===== src/rtl/cond_wait_pkg.sv =====
// cond_wait_pkg
// Shared types for the condition-wait engine.
//   op_e         : comparison operator applied to the watched value
//   chan_state_e : per-channel wait state
package cond_wait_pkg;

    localparam int OP_W = 3;

    typedef enum logic [OP_W-1:0] {
        EQ     = 3'd0,
        NE     = 3'd1,
        LT     = 3'd2,
        GT     = 3'd3,
        RANGE  = 3'd4,
        ALWAYS = 3'd5
    } op_e;

    typedef enum logic [1:0] {
        IDLE  = 2'd0,
        ARMED = 2'd1,
        FIRED = 2'd2
    } chan_state_e;

endpackage


===== src/rtl/cond_wait_chan.sv =====
// cond_wait_chan
// One wait channel: operand registers, comparator, FSM and, when
// COND_WAIT_TIMEOUT_EN is defined, a timeout down-counter.
//
// Ports
//   clk, rst_n     clock / async active-low reset
//   value_i        watched value
//   arm_en_i       accepted arm for this channel (already qualified by ready)
//   arm_op_i       operator code, arm_lo_i / arm_hi_i operands, arm_tmo_i timeout
//   cancel_i       abort while ARMED
//   ack_i          acknowledge while FIRED
//   idle_o, armed_o, fired_o, fire_pulse_o, timed_out_o   status
//
// state | meaning
// IDLE  | no wait pending, arm accepted
// ARMED | waiting for condition (or timeout expiry)
// FIRED | condition met, held until ack
module cond_wait_chan
    import cond_wait_pkg::*;
#(
    parameter int WIDTH     = 32,
    parameter bit SIGNED    = 1'b0,
    parameter int TIMEOUT_W = 16
) (
    input  logic                 clk,
    input  logic                 rst_n,
    input  logic [WIDTH-1:0]     value_i,
    input  logic                 arm_en_i,
    input  logic [OP_W-1:0]      arm_op_i,
    input  logic [WIDTH-1:0]     arm_lo_i,
    input  logic [WIDTH-1:0]     arm_hi_i,
    input  logic [TIMEOUT_W-1:0] arm_tmo_i,
    input  logic                 cancel_i,
    input  logic                 ack_i,
    output logic                 idle_o,
    output logic                 armed_o,
    output logic                 fired_o,
    output logic                 fire_pulse_o,
    output logic                 timed_out_o
);

    chan_state_e       state_q, state_d;
    logic [OP_W-1:0]   op_q, op_d;
    logic [WIDTH-1:0]  lo_q, lo_d;
    logic [WIDTH-1:0]  hi_q, hi_d;
    logic              pulse_q, pulse_d;
    logic              cond;
    logic              expire;
    logic              lt_lo, gt_lo, lt_hi;

    always_comb begin
        if (SIGNED) begin
            lt_lo = $signed(value_i) < $signed(lo_q);
            gt_lo = $signed(value_i) > $signed(lo_q);
            lt_hi = $signed(value_i) < $signed(hi_q);
        end else begin
            lt_lo = value_i < lo_q;
            gt_lo = value_i > lo_q;
            lt_hi = value_i < hi_q;
        end
    end

    // Empty ranges (lo >= hi) fall out naturally: no value is both > lo and < hi.
    // Illegal operator codes resolve to true so the waiter is released at once.
    always_comb begin
        cond = 1'b1;
        case (op_q)
            EQ:      cond = (value_i == lo_q);
            NE:      cond = (value_i != lo_q);
            LT:      cond = lt_lo;
            GT:      cond = gt_lo;
            RANGE:   cond = gt_lo & lt_hi;
            ALWAYS:  cond = 1'b1;
            default: cond = 1'b1;
        endcase
    end

`ifdef COND_WAIT_TIMEOUT_EN
    logic [TIMEOUT_W-1:0] cnt_q, cnt_d;
    logic                 tout_q, tout_d;

    // A zero load never reaches the terminal count of 1, so it waits forever.
    assign expire      = (cnt_q == TIMEOUT_W'(1));
    assign timed_out_o = tout_q;
`else
    logic unused_tmo;
    assign unused_tmo  = ^arm_tmo_i;
    assign expire      = 1'b0;
    assign timed_out_o = 1'b0;
`endif

    always_comb begin
        state_d = state_q;
        op_d    = op_q;
        lo_d    = lo_q;
        hi_d    = hi_q;
        pulse_d = 1'b0;
`ifdef COND_WAIT_TIMEOUT_EN
        cnt_d   = cnt_q;
        tout_d  = tout_q;
`endif
        case (state_q)
            IDLE: begin
                if (arm_en_i) begin
                    state_d = ARMED;
                    op_d    = arm_op_i;
                    lo_d    = arm_lo_i;
                    hi_d    = arm_hi_i;
`ifdef COND_WAIT_TIMEOUT_EN
                    cnt_d   = arm_tmo_i;
                    tout_d  = 1'b0;
`endif
                end
            end
            ARMED: begin
                if (cancel_i) begin
                    state_d = IDLE;
                end else if (cond) begin
                    state_d = FIRED;
                    pulse_d = 1'b1;
                end else if (expire) begin
                    state_d = FIRED;
                    pulse_d = 1'b1;
`ifdef COND_WAIT_TIMEOUT_EN
                    tout_d  = 1'b1;
`endif
                end
`ifdef COND_WAIT_TIMEOUT_EN
                if (cnt_q != '0) begin
                    cnt_d = cnt_q - TIMEOUT_W'(1);
                end
`endif
            end
            FIRED: begin
                if (ack_i) begin
`ifdef COND_WAIT_TIMEOUT_EN
                    tout_d = 1'b0;
`endif
                    // Re-arm in the ack cycle skips IDLE entirely.
                    if (arm_en_i) begin
                        state_d = ARMED;
                        op_d    = arm_op_i;
                        lo_d    = arm_lo_i;
                        hi_d    = arm_hi_i;
`ifdef COND_WAIT_TIMEOUT_EN
                        cnt_d   = arm_tmo_i;
`endif
                    end else begin
                        state_d = IDLE;
                    end
                end
            end
            default: state_d = IDLE;
        endcase
    end

    always_ff @(posedge clk or negedge rst_n) begin
        if (!rst_n) begin
            state_q <= IDLE;
            op_q    <= '0;
            lo_q    <= '0;
            hi_q    <= '0;
            pulse_q <= 1'b0;
        end else begin
            state_q <= state_d;
            op_q    <= op_d;
            lo_q    <= lo_d;
            hi_q    <= hi_d;
            pulse_q <= pulse_d;
        end
    end

`ifdef COND_WAIT_TIMEOUT_EN
    always_ff @(posedge clk or negedge rst_n) begin
        if (!rst_n) begin
            cnt_q  <= '0;
            tout_q <= 1'b0;
        end else begin
            cnt_q  <= cnt_d;
            tout_q <= tout_d;
        end
    end
`endif

    assign idle_o       = (state_q == IDLE);
    assign armed_o      = (state_q == ARMED);
    assign fired_o      = (state_q == FIRED);
    assign fire_pulse_o = pulse_q;

endmodule


===== src/rtl/cond_wait_unit.sv =====
// cond_wait_unit
// Multi-channel "wait until condition" engine. Each channel compares the
// shared watched value against its armed operands and holds fired until acked.
// Optional per-channel timeout is built only when COND_WAIT_TIMEOUT_EN is defined.
//
// Ports
//   clk, rst_n                         clock / async active-low reset
//   value                              watched value
//   arm_valid/arm_ready/arm_ch/arm_op  arm handshake and target/operator
//   arm_lo, arm_hi, arm_tmo            operands and timeout load
//   cancel, ack                        per-channel abort / acknowledge
//   fired, fire_pulse, armed, timed_out  per-channel status
module cond_wait_unit
    import cond_wait_pkg::*;
#(
    parameter int WIDTH     = 32,
    parameter int NUM_CH    = 4,
    parameter bit SIGNED    = 1'b0,
    parameter int TIMEOUT_W = 16,
    localparam int CH_W     = (NUM_CH > 1) ? $clog2(NUM_CH) : 1
) (
    input  logic                 clk,
    input  logic                 rst_n,
    input  logic [WIDTH-1:0]     value,
    input  logic                 arm_valid,
    output logic                 arm_ready,
    input  logic [CH_W-1:0]      arm_ch,
    input  logic [OP_W-1:0]      arm_op,
    input  logic [WIDTH-1:0]     arm_lo,
    input  logic [WIDTH-1:0]     arm_hi,
    input  logic [TIMEOUT_W-1:0] arm_tmo,
    input  logic [NUM_CH-1:0]    cancel,
    input  logic [NUM_CH-1:0]    ack,
    output logic [NUM_CH-1:0]    fired,
    output logic [NUM_CH-1:0]    fire_pulse,
    output logic [NUM_CH-1:0]    armed,
    output logic [NUM_CH-1:0]    timed_out
);

    logic [NUM_CH-1:0] idle;
    logic [NUM_CH-1:0] arm_en;

    // A channel out of range (non-power-of-two NUM_CH) is never ready.
    always_comb begin
        arm_ready = 1'b0;
        for (int i = 0; i < NUM_CH; i++) begin
            if (arm_ch == CH_W'(i)) begin
                arm_ready = idle[i] | (fired[i] & ack[i]);
            end
        end
    end

    for (genvar g = 0; g < NUM_CH; g++) begin : g_ch
        assign arm_en[g] = arm_valid & arm_ready & (arm_ch == CH_W'(g));

        cond_wait_chan #(
            .WIDTH     (WIDTH),
            .SIGNED    (SIGNED),
            .TIMEOUT_W (TIMEOUT_W)
        ) u_chan (
            .clk          (clk),
            .rst_n        (rst_n),
            .value_i      (value),
            .arm_en_i     (arm_en[g]),
            .arm_op_i     (arm_op),
            .arm_lo_i     (arm_lo),
            .arm_hi_i     (arm_hi),
            .arm_tmo_i    (arm_tmo),
            .cancel_i     (cancel[g]),
            .ack_i        (ack[g]),
            .idle_o       (idle[g]),
            .armed_o      (armed[g]),
            .fired_o      (fired[g]),
            .fire_pulse_o (fire_pulse[g]),
            .timed_out_o  (timed_out[g])
        );
    end

endmodule


===== config.mk =====
export PLATFORM = sky130hd
export DESIGN_NAME = cond_wait_unit
export DESIGN_NICKNAME = d
export VERILOG_FILES = /design/src/rtl/cond_wait_pkg.sv /design/src/rtl/cond_wait_chan.sv /design/src/rtl/cond_wait_unit.sv
export SDC_FILE = /design/constraint.sdc
export NUM_CORES = 1
export LEC_CHECK = 0
export ABC_AREA = 1
export ABC_CLOCK_PERIOD_IN_PS = 2100
export CAP_MARGIN = 15
export CORE_MARGIN = 4
export CORE_UTILIZATION = 48
export DETAILED_ROUTE_END_ITERATION = 7
export PLACE_DENSITY = 0.72
export SLEW_MARGIN = 20
export SYNTH_ARGS = -nofsm -noshare
export SYNTH_HDL_FRONTEND = slang
export SYNTH_HIERARCHICAL = 1
export SYNTH_SLANG_ARGS = --single-unit

===== constraint.sdc =====
create_clock -name clk -period 2.1 [get_ports clk]
set_input_delay 0.63 -clock clk [delete_from_list [all_inputs] [get_ports clk]]
set_output_delay 0.63 -clock clk [all_outputs]
set_load 0.1 [all_outputs]

==> out/metrics.yaml, run 1 <==
outcome:
  run_status: "complete, but fails checks"
  violations: "negative setup slack"
cts:
  numCtsBuffers: 34
  cts_tree: "done"
  cts.sinks: 280
  cts_root_buf: "clkbuf_16"
  worstSkewPairLatency_ns: 0.52
  htreeDepth: 2
  cts.clk_slew.worst_paths_ns: 0.06
  cts.path.max_buffers: 3
floorplanning:
  die_h_um: 197
  dieArea_mm2: 0.0390
  pin_count: 145
  die_x_um: 197
  num_rows: 69
  start_util_pct: 48.5
  coreArea_mm2: 0.0355
sta:
  min_period_over_period_pct: 118
  finalSetupTns_ns: -4.37
  finalHoldViolCount: 0
  rsz0062_at_grt: "yes"
  setup_viol: 102
  worst_slack_ns: -0.375
  fin_skew_ns: 0.0203
  slew_viol_final: 0
  max_freq_mhz: 404
  min_period_ns: 2.47
  relSlewSlack_pct: 57.4
  worst_pin_slew_ns: 0.639
setup_path:
  path_cells: "inv_2 > nor2_4 > nand2_1 > nand2_1 > nor2_1 > nor2_2 > buf_4 > and2_4 > buf_12"
  endpoint_kind: "output port"
  cpPeakStageDelay_ns: 0.42
  r2r_setup_slack_ns: -0.11
  r2r_start: "g_ch[1].u_chan/state_q[0]$_DFFE_PN0P_"
  reg2reg_depth: 13
  worstSetupPathType: "reg -> out"
  worstReg2RegEnd: "g_ch[1].u_chan/op_q[1]$_DFFE_PN0P_"
  worstPathMaxFanout: 3
  crit_path_frequent_cell: "nand2_1"
  required_ns: 1.47
  slowest_stage: "dfrtp_1"
  crit_arrival_ns: 1.84
  critPathLaunchType: "register"
synthesis:
  yosysWarnings: 6
  synth_nets: 2467
  ys_async_sr_fraction_pct: 100
  syn_avg_cell_area_um2: 8.25
  netlist_instances: 2087
  synth_edf_count: 0
  ys_ff_latch: 280
  syn-cell-area_mm2: 0.0172
  ys_seq_area_share_pct: 40.7
  ys.flop_type: "dfrtp_1"
  synth_cell_type_count: 34
final_layout:
  most-common-layout-cells: "inv_1, dfrtp_1, a21oi_1"
  syn_to_final_growth_pct: 42.1
  fin_util_pct: 69.0
  layout_commonest_cell: "inv_1"
  fin_area_mm2: 0.0245
  fin_nets: 2740
  drive_above_1_share_pct: 31.7
  insertedDiodeCount: 0
power:
  ir_drop_uv: 807
  switching_share_pct: 38.4
  combPwrFrac_pct: 44.7
  seqPwrFrac_pct: 30.6
  p_clk_share_pct: 24.7
  p_int_uw: 15800
  p_sw_uw: 9840
  power_density_mw_per_mm2: 1050
  p_leak_uw: 0.0122
drt:
  wl_per_cell_um: 20.7
  wl_um: 58800
  post-route-drc-count: 0
  viasPerCell: 5.62
  drt_first_pass_iters: 5
  drt_iter0_markers: 1295
  postRouteAntennaNets: 0
  vias: 16000
placed_design:
  post_dp_cell_area_mm2: 0.0205
  place_congestion: 0.876
  dpl.hpwl_um: 35900
  port_buffers: 124
global_route:
  overflow: 0
  grt_pass1_wl_um: 80100
  grt_antenna_before_repair: 0
  grt_max_degree: 63
  grt_pass1_vias: 15600
  grt.total_usage_pct: 25.5
job:
  maxCapViolations: 0
min_path:
  hp-class: "in -> async"
-- synthesized netlist by cell type (5+ instances only) --
cell type / n / area, µm²
nor3_1: 19 / 95.1
nor2_1: 329 / 1230
buf_2: 38 / 190
nand3_2: 5 / 50.1
inv_1: 329 / 1230
nand4_1: 15 / 93.8
nand3_1: 30 / 150
nand2_1: 248 / 931
nand4_2: 7 / 87.6
buf_4: 19 / 143
nand2_2: 17 / 106
o21ai_0: 34 / 170
nor2_4: 8 / 90.1
o21ai_1: 8 / 40.0
o21a_1: 10 / 75.1
a21oi_1: 365 / 1830
mux2_2: 16 / 180
dfrtp_1: 280 / 7010
ha_1: 252 / 3150
nor2_2: 15 / 93.8
inv_2: 13 / 48.8
-- what timing repair did --
action,in CTS,in global routing
hold buffers,0,0
resized for setup,155,384
cloned,2,22
pin swaps,55,94
setup endpoints to repair,147,218
buffers inserted,14,31
-- critical path, delay by kind of cell, from the launching register on --
kind | cells | cell delay (ns)
simple gates | 6 | 0.53
flops | 1 | 0.42
buf+inv | 3 | 0.39
-- cells by family (layout without fill, tap and decap cells) --
family,Yosys count,after routing,share of synthesized area (%)
AO/OA/AOI/OAI,432,434,13.1
buffers and inverters,403,699,9.47
flip-flops,280,280,40.7
other,4,4,0.0872
AND/OR/NAND/NOR,700,700,17.3
multiplexers,16,16,1.05
adder cells (fa/ha/maj),252,252,18.3
-- power by group through the flow --
stage	combinational (µW)	sequential, µW	clock (µW)
floorplan	6330	7740	0
global placement	8740	7820	0
detailed placement	9140	7880	0
CTS	9780	7790	6340
global route	12600	8010	6590
finish	11400	7850	6320
-- flip-flops by register name, indices dropped and copies added (netlist names) --
signal / count
g_ch.u_chan/hi_q: 128
g_ch.u_chan/lo_q: 128
g_ch.u_chan/op_q: 12
g_ch.u_chan/state_q: 8
g_ch.u_chan/fire_pulse_o: 4
-- metal layers --
metal | vias up | share of wire, % | track usage [%]
li1 | 7314 | - | -
met1 | 7802 | 38 | 31.5
met2 | 659 | 50 | 46.4
met3 | 216 | 6.8 | 2.95
met4 | 0 | 5.7 | 8.73
met5 | - | 0 | 0
-- how the worst max path moves through the flow --
stage          slack, ns                                   from  cells after the start                                    end
3_5_place_dp       -0.98                              value[29]                     14  g_ch[0].u_chan/state_q[1]$_DFFE_PN0P_
6_report           -0.37  g_ch[1].u_chan/state_q[1]$_DFFE_PN0P_                      9                              arm_ready
2_1_floorplan      -0.17  g_ch[3].u_chan/state_q[1]$_DFFE_PN0P_                      7                              arm_ready
4_1_cts            -0.35  g_ch[3].u_chan/state_q[0]$_DFFE_PN0P_                      8                              arm_ready
3_3_place_gp       -0.93                              value[29]                     14  g_ch[0].u_chan/state_q[1]$_DFFE_PN0P_
5_1_grt            -0.44  g_ch[1].u_chan/state_q[0]$_DFFE_PN0P_                      8                              arm_ready
-- through the flow --
stage / setup WS [ns] / instances / hold slack (ns) / power, µW
floorplan: -0.175 / 2087 / 0.334 / 14100
global placement: -0.925 / 2725 / 0.487 / 16600
detailed placement: -0.983 / 2725 / 0.495 / 17000
CTS: -0.347 / 2799 / 0.128 / 23900
global route: -0.437 / 2846 / 0.143 / 27100
finish: -0.375 / 2846 / 0.114 / 25600
-- layout make-up --
| cell class | instances | area [µm²] |
|---|---|---|
| Inverter | 343 | 1290 |
| Clock inverter | 4 | 76.3 |
| Timing Repair Buffer | 295 | 3440 |
| Clock buffer | 57 | 1140 |
| Tap cell | 461 | 577 |
| Fill cell | 2489 | 11000 |
| Sequential cell | 280 | 7010 |
| Multi-Input combinational cell | 1406 | 10900 |
No activity file was read; power rests on OpenSTA's default activity.
==> run 2, diff against run 1 <==
--- a/config.mk
+++ b/config.mk
@@ -8,6 +8,7 @@
 export ABC_AREA = 1
 export ABC_CLOCK_PERIOD_IN_PS = 2100
 export CAP_MARGIN = 15
+export CORE_ASPECT_RATIO = 0.8
 export CORE_MARGIN = 4
 export CORE_UTILIZATION = 48
 export DETAILED_ROUTE_END_ITERATION = 7
==> run 2 against run 1 <==
Against the previous run:
- the run still ends with negative setup slack left
- core utilization fell by 3.6 points
- final cell count decreased by 0.35%
- cell area shrank 6.2%
- worst setup slack worse by 0.048 ns
- wire length decreased by 15%
- die area about the same
- via count decreased by 7.7%
- first-iteration DRC count is 21% lower
- clock power decreased by 6.8%
- flip-flop and latch count did not move
- power is 5.3% lower
- worst hold slack better by 0.39 ns
- largest cell class unchanged
==> out/metrics.yaml, run 2 (synthesis results as in run 1) <==
outcome:
  run_status: "complete, but fails checks"
  violations: "negative setup slack"
min_path:
  hold_depth: 1
  hold_end: "g_ch[2].u_chan/hi_q[0]$_DFFE_PN0P_"
  min_from: "g_ch[2].u_chan/hi_q[0]$_DFFE_PN0P_"
  hp-class: "reg -> reg"
cts:
  cts.sinks: 280  # unchanged
  cts_tree: "done"
  worstSkewPairLatency_ns: 0.57  # +0.05 ns
  htreeDepth: 1  # -1
  cts_root_buf: "clkbuf_16"
  cts.clk_slew.worst_paths_ns: 0.06  # about the same
  cts.path.max_buffers: 3  # unchanged
  numCtsBuffers: 30  # -12%
sta:
  max_freq_mhz: 396  # -1.9%
  fin_skew_ns: 0.00831  # -0.0120 ns
  relSlewSlack_pct: 62.1  # +4.7 points
  worst_slack_ns: -0.423  # -0.0484 ns
  worst_pin_slew_ns: 0.566  # -0.0727 ns
  rsz0062_at_grt: "yes"
  slew_viol_final: 0  # unchanged
  min_period_ns: 2.52  # +0.0484 ns
  hold_ws_ns: 0.505  # +0.391 ns
  finalHoldViolCount: 0  # unchanged
  setup_viol: 199  # +95%
  min_period_over_period_pct: 120  # +2.3 points
floorplanning:
  die_x_um: 220  # +11%
  dieArea_mm2: 0.0390  # about the same
  coreArea_mm2: 0.0351  # -1.1%
  pin_count: 145  # unchanged
  num_rows: 61  # -12%
  die_h_um: 177  # -10%
  start_util_pct: 49.1  # +0.52 points
final_layout:
  most-common-layout-cells: "inv_1, nor2_1, dfrtp_1"
  reg.largest.list: "g_ch.u_chan/hi_q x128, g_ch.u_chan/lo_q x128, g_ch.u_chan/op_q x12"
  insertedDiodeCount: 0  # unchanged
  fin_area_mm2: 0.0230  # -6.2%
  fin_nets: 2720  # -0.73%
  syn_to_final_growth_pct: 33.3
  drive_above_1_share_pct: 25.7  # -5.9 points
  layout_commonest_cell: "inv_1"
setup_path:
  r2r_start: "g_ch[1].u_chan/state_q[0]$_DFFE_PN0P_"
  crit_arrival_ns: 1.89  # +0.05 ns
  reg2reg_depth: 13  # unchanged
  endpoint_kind: "output port"
  required_ns: 1.47  # about the same
  path_cells: "clkdlybuf4s50_1 > nand2_1 > nand2_1 > nor2_2 > nor2_2 > buf_4 > and2_4 > buf_12"
  critPathLaunchType: "input pin"
  cpPeakStageDelay_ns: 0.51  # +0.09 ns
  r2r_setup_slack_ns: -0.19  # -0.08 ns
  slowest_stage: "clkdlybuf4s50_1"
  worstPathMaxFanout: 2  # -1
  critical_path.startpoint: "ack[1]"
  worstSetupPathType: "in -> out"
  worstReg2RegEnd: "g_ch[1].u_chan/lo_q[19]$_DFFE_PN0P_"
job:
  maxCapViolations: 0  # unchanged
global_route:
  grt_pass1_vias: 14500  # -7.5%
  overflow: 0  # unchanged
  grt_antenna_before_repair: 0  # unchanged
  grt_max_degree: 59  # -6.3%
  grt_pass1_wl_um: 76300  # -4.7%
  grt.total_usage_pct: 24.6  # -0.93 points
drt:
  vias: 14800  # -7.7%
  post-route-drc-count: 0  # unchanged
  postRouteAntennaNets: 0  # unchanged
  wl_um: 50000  # -15%
  drt_iter0_markers: 1022  # -21%
  drt_first_pass_iters: 5  # unchanged
  wl_per_cell_um: 17.6  # -15%
  viasPerCell: 5.21  # -7.4%
power:
  ir_drop_uv: 531  # -34%
  power_density_mw_per_mm2: 1060  # +1.1%
  p_leak_uw: 0.0119  # -2.2%
placed_design:
  dpl.hpwl_um: 36100  # +0.40%
  port_buffers: 124  # unchanged
  post_dp_cell_area_mm2: 0.0204  # -0.35%
  pre_cts_ws_ns: -0.941  # +0.0414 ns
  place_congestion: 0.916  # +4.6%
## run 2: area by class of cell
cell class / count / area (µm²)
clock inverter: 15 / 203
tap: 472 / 591
fill: 2851 / 12200
multi-input combinational: 1404 / 10000
sequential: 280 / 7010
clock buffer: 41 / 903
timing repair buffer: 281 / 2900
inverter: 343 / 1290
## run 2: layer usage
| layer | track usage, % | part of all wire, % | vias to the layer above |
|---|---|---|---|
| li1 | - | - | 7240 |
| met1 | 36.5 | 47 | 7072 |
| met2 | 38.7 | 45 | 402 |
| met3 | 4.09 | 6.7 | 49 |
| met4 | 4.08 | 1.6 | 0 |
| met5 | 0 | 0 | - |
## run 2: worst max path at each step
| stage | end | slack (ns) | cells after the start |
|---|---|---|---|
| after global placement | g_ch[3].u_chan/state_q[1]$_DFFE_PN0P_ | -0.88 | 14 |
| after CTS | arm_ready | -0.42 | 9 |
| after detailed placement | g_ch[3].u_chan/state_q[1]$_DFFE_PN0P_ | -0.94 | 15 |
| after floorplan | arm_ready | -0.17 | 7 |
| final | arm_ready | -0.42 | 8 |
| after global routing | arm_ready | -0.49 | 9 |
## run 2: what timing repair did
item                                    4_1_cts  5_1_grt
pin swaps                                    51       85
endpoints found under the setup margin       46      217
cloned                                        0        2
buffers inserted                             20       20
gates resized for setup                     121      167
hold buffers                                  1        0
endpoints found under the hold margin        30        0
## run 2: report_power, final
group          internal [µW]  switching [µW]  leakage, µW
clock                   3610            2280     0.000554
sequential              7200             598      0.00305
combinational           4300            6290      0.00832
total                  15100            9170       0.0119
## run 2: critical path, delay by kind of cell
kind	cells	cell delay [ns]
simple gates	5	0.46
buf+inv	3	0.79
## run 2: through the flow
step                      total power, µW  std cells  TNS (ns)  util (%)
after CTS                           23500       2814    -0.665      62.9
after global routing                26000       2836    -37.55      65.4
final                               24300       2836    -18.63      65.4
after detailed placement            17100       2738   -122.70      58.1
after floorplan                     14100       2087    -12.03         -
after global placement              16700       2738   -115.91      58.1
==> run 3, diff against run 2 <==
--- a/config.mk
+++ b/config.mk
@@ -6,13 +6,13 @@
 export NUM_CORES = 1
 export LEC_CHECK = 0
 export ABC_AREA = 1
-export ABC_CLOCK_PERIOD_IN_PS = 2100
+export ABC_CLOCK_PERIOD_IN_PS = 2190
 export CAP_MARGIN = 15
 export CORE_ASPECT_RATIO = 0.8
 export CORE_MARGIN = 4
 export CORE_UTILIZATION = 48
 export DETAILED_ROUTE_END_ITERATION = 7
-export PLACE_DENSITY = 0.72
+export PLACE_DENSITY = 0.75
 export SLEW_MARGIN = 20
 export SYNTH_ARGS = -nofsm -noshare
 export SYNTH_HDL_FRONTEND = slang
==> constraint.sdc (replaced) <==
create_clock -name clk -period 2.19 [get_ports clk]
set_input_delay 0.657 -clock clk [delete_from_list [all_inputs] [get_ports clk]]
set_output_delay 0.657 -clock clk [all_outputs]
set_load 0.1 [all_outputs]
==> run 3 against run 2 <==
Against the previous run:
- the run still ends with negative setup slack left
- sequential share of layout area is 0.86 points higher
- flip-flop and latch count did not move
- clock power down 4.9%
- register-to-register slack got worse by 0.12 ns
- largest cell class unchanged
- combinational power down 12%
- critical endpoint unchanged
- first-iteration DRC count grew 39%
==> out/metrics.yaml, run 3 (synthesis results as in run 1) <==
outcome:
  run_status: "complete, but fails checks"
  violations: "negative setup slack"
setup_path:
  r2r_start: "g_ch[3].u_chan/state_q[1]$_DFFE_PN0P_"
  slowest_stage: "dfrtp_2"
  cp_top_family: "simple AND/OR/NAND/NOR gates"
  worstReg2RegEnd: "g_ch[2].u_chan/lo_q[0]$_DFFE_PN0P_"
  worstSetupPathType: "reg -> out"
  crit_arrival_ns: 1.87  # -0.02 ns
  required_ns: 1.53  # +0.06 ns
  crit_path_frequent_cell: "nand2_1"
  cpPeakStageDelay_ns: 0.48  # -0.03 ns
  worstPathMaxFanout: 3  # +1
  path_cells: "inv_4 > nor2_4 > nand2_1 > nand2_1 > nor2_1 > nor2_2 > and2_4 > buf_12"
  reg2reg_depth: 15  # +2
  critPathLaunchType: "register"
  critical_path_buf_inv_count: 2  # -1
  endpoint_kind: "output port"
  r2r_setup_slack_ns: -0.31  # -0.12 ns
final_layout:
  layout_commonest_cell: "a21oi_1"
  fin_nets: 2711  # -0.33%
  syn_to_final_growth_pct: 29.6
  most-common-layout-cells: "a21oi_1, inv_1, nor2_1"
  fin_util_pct: 63.6  # -1.8 points
  drive_above_1_share_pct: 17.9  # -7.8 points
  insertedDiodeCount: 0  # unchanged
  reg.largest.list: "g_ch.u_chan/hi_q x128, g_ch.u_chan/lo_q x128, g_ch.u_chan/op_q x12"
sta:
  min_period_over_period_pct: 115
  finalHoldViolCount: 0  # unchanged
  relSlewSlack_pct: 60.6  # -1.5 points
  min_period_ns: 2.52
  max_freq_mhz: 396
  worst_pin_slew_ns: 0.591  # +0.0247 ns
  fin_skew_ns: 0.0111  # +0.00282 ns
  slew_viol_final: 0  # unchanged
  worst_slack_ns: -0.335  # +0.0886 ns
  finalSetupTns_ns: -43.97  # -25.34 ns
  rsz0062_at_grt: "yes"
  setup_viol: 208  # +4.5%
cts:
  cts.path.max_buffers: 3  # unchanged
  cts_root_buf: "clkbuf_16"
  cts_tree: "done"
  htreeDepth: 1  # unchanged
  numCtsBuffers: 30  # unchanged
  cts.clk_slew.worst_paths_ns: 0.06  # about the same
  cts.sinks: 280  # unchanged
  worstSkewPairLatency_ns: 0.58  # about the same
job:
  maxCapViolations: 0  # unchanged
global_route:
  overflow: 0  # unchanged
  grt_pass1_wl_um: 75600  # -0.94%
  grt_max_degree: 61  # +3.4%
  grt_antenna_before_repair: 0  # unchanged
  grt_pass1_vias: 14600  # +0.87%
  grt.total_usage_pct: 24.3  # -0.27 points
floorplanning:
  die_x_um: 220  # unchanged
  coreArea_mm2: 0.0351  # unchanged
  die_h_um: 177  # unchanged
  start_util_pct: 49.1  # unchanged
  pin_count: 145  # unchanged
  num_rows: 61  # unchanged
  dieArea_mm2: 0.0390  # unchanged
drt:
  wl_um: 50800  # +1.6%
  vias: 15100  # +2.2%
  drt_first_pass_iters: 6  # +1
  viasPerCell: 5.34  # +2.5%
  drt_iter0_markers: 1425  # +39%
  wl_per_cell_um: 18.0  # +1.9%
  post-route-drc-count: 0  # unchanged
  postRouteAntennaNets: 0  # unchanged
power:
  power_density_mw_per_mm2: 1010  # -4.8%
  ir_drop_uv: 626  # +18%
  p_leak_uw: 0.0119  # -0.45%
placed_design:
  port_buffers: 124  # unchanged
  dpl.hpwl_um: 36300  # +0.60%
  place_congestion: 0.943  # +3.0%
min_path:
  hp-class: "in -> async"
[run 3: cell count changes in the layout (fill, tap and decap cells not counted), sizes merged, moves of 2 or more]
| cell | previous run | this run |
|---|---|---|
| buf | 167 | 154 |
| clkbuf | 49 | 51 |
| clkdlybuf4s50 | 78 | 85 |
| clkinv | 9 | 11 |
| dlygate4sd2 | 16 | 13 |
| dlymetal6s2s | 11 | 8 |
[run 3: worst register-to-register path: cells and delay by family (launching register included)]
kind                   cells  cell delay, ns
buffers and inverters      6            0.82
AND/OR/NAND/NOR            7            0.55
flip-flops                 1            0.49
multiplexers               1            0.38
AO/OA/AOI/OAI              1            0.16
[run 3: per-layer routing]
metal	part of all wire (%)	vias to the layer above	GRT usage (%)
met2	44	531	37.5
met5	0	-	0
met4	2.6	0	5.55
li1	-	7228	-
met3	8.2	95	5.24
met1	45	7233	35.3
[run 3: worst max path at each step]
stage	startpoint	to	slack, ns	depth (start not counted)
global placement	value[15]	g_ch[0].u_chan/state_q[1]$_DFFE_PN0P_	-0.75	11
global route	g_ch[3].u_chan/state_q[1]$_DFFE_PN0P_	arm_ready	-0.37	8
floorplan	g_ch[3].u_chan/state_q[1]$_DFFE_PN0P_	arm_ready	-0.12	7
CTS	g_ch[3].u_chan/state_q[0]$_DFFE_PN0P_	arm_ready	-0.26	7
detailed placement	value[15]	g_ch[0].u_chan/state_q[1]$_DFFE_PN0P_	-0.76	13
finish	g_ch[3].u_chan/state_q[1]$_DFFE_PN0P_	arm_ready	-0.33	8
[run 3: repair_timing]
action | in CTS | in global routing
endpoints found under the setup margin | 20 | 219
setup buffers | 17 | 19
hold buffers | 0 | 0
gates cloned | 1 | 8
hold endpoints to repair | 0 | 0
pin swaps | 19 | 63
gates resized for setup | 59 | 139
[run 3: layout make-up]
cell class / count / area (µm²)
clock buffers: 40 / 880
clock inverters: 16 / 208
fillers: 2836 / 12800
inverters: 343 / 1290
multi-input cells: 1405 / 9350
flip-flops and latches: 280 / 7010
well taps: 472 / 591
repair buffers: 271 / 2990
[run 3: stage by stage]
| stage | worst slack [ns] | instance area [µm²] | total power (µW) | hold WS (ns) | instances |
|---|---|---|---|---|---|
| floorplan | -0.121 | 17300 | 13000 | 0.361 | 2087 |
| global placement | -0.747 | 20000 | 15400 | 0.490 | 2727 |
| detailed placement | -0.762 | 20000 | 15900 | 0.493 | 2727 |
| CTS | -0.256 | 21400 | 21700 | 0.0500 | 2800 |
| global route | -0.371 | 22300 | 24000 | 0.0469 | 2827 |
| finish | -0.335 | 22300 | 22500 | 0.0218 | 2827 |
[run 3: power by group]
part	switching, µW	internal [µW]
clock	2210	3390
combinational	5680	3690
sequential	591	6900
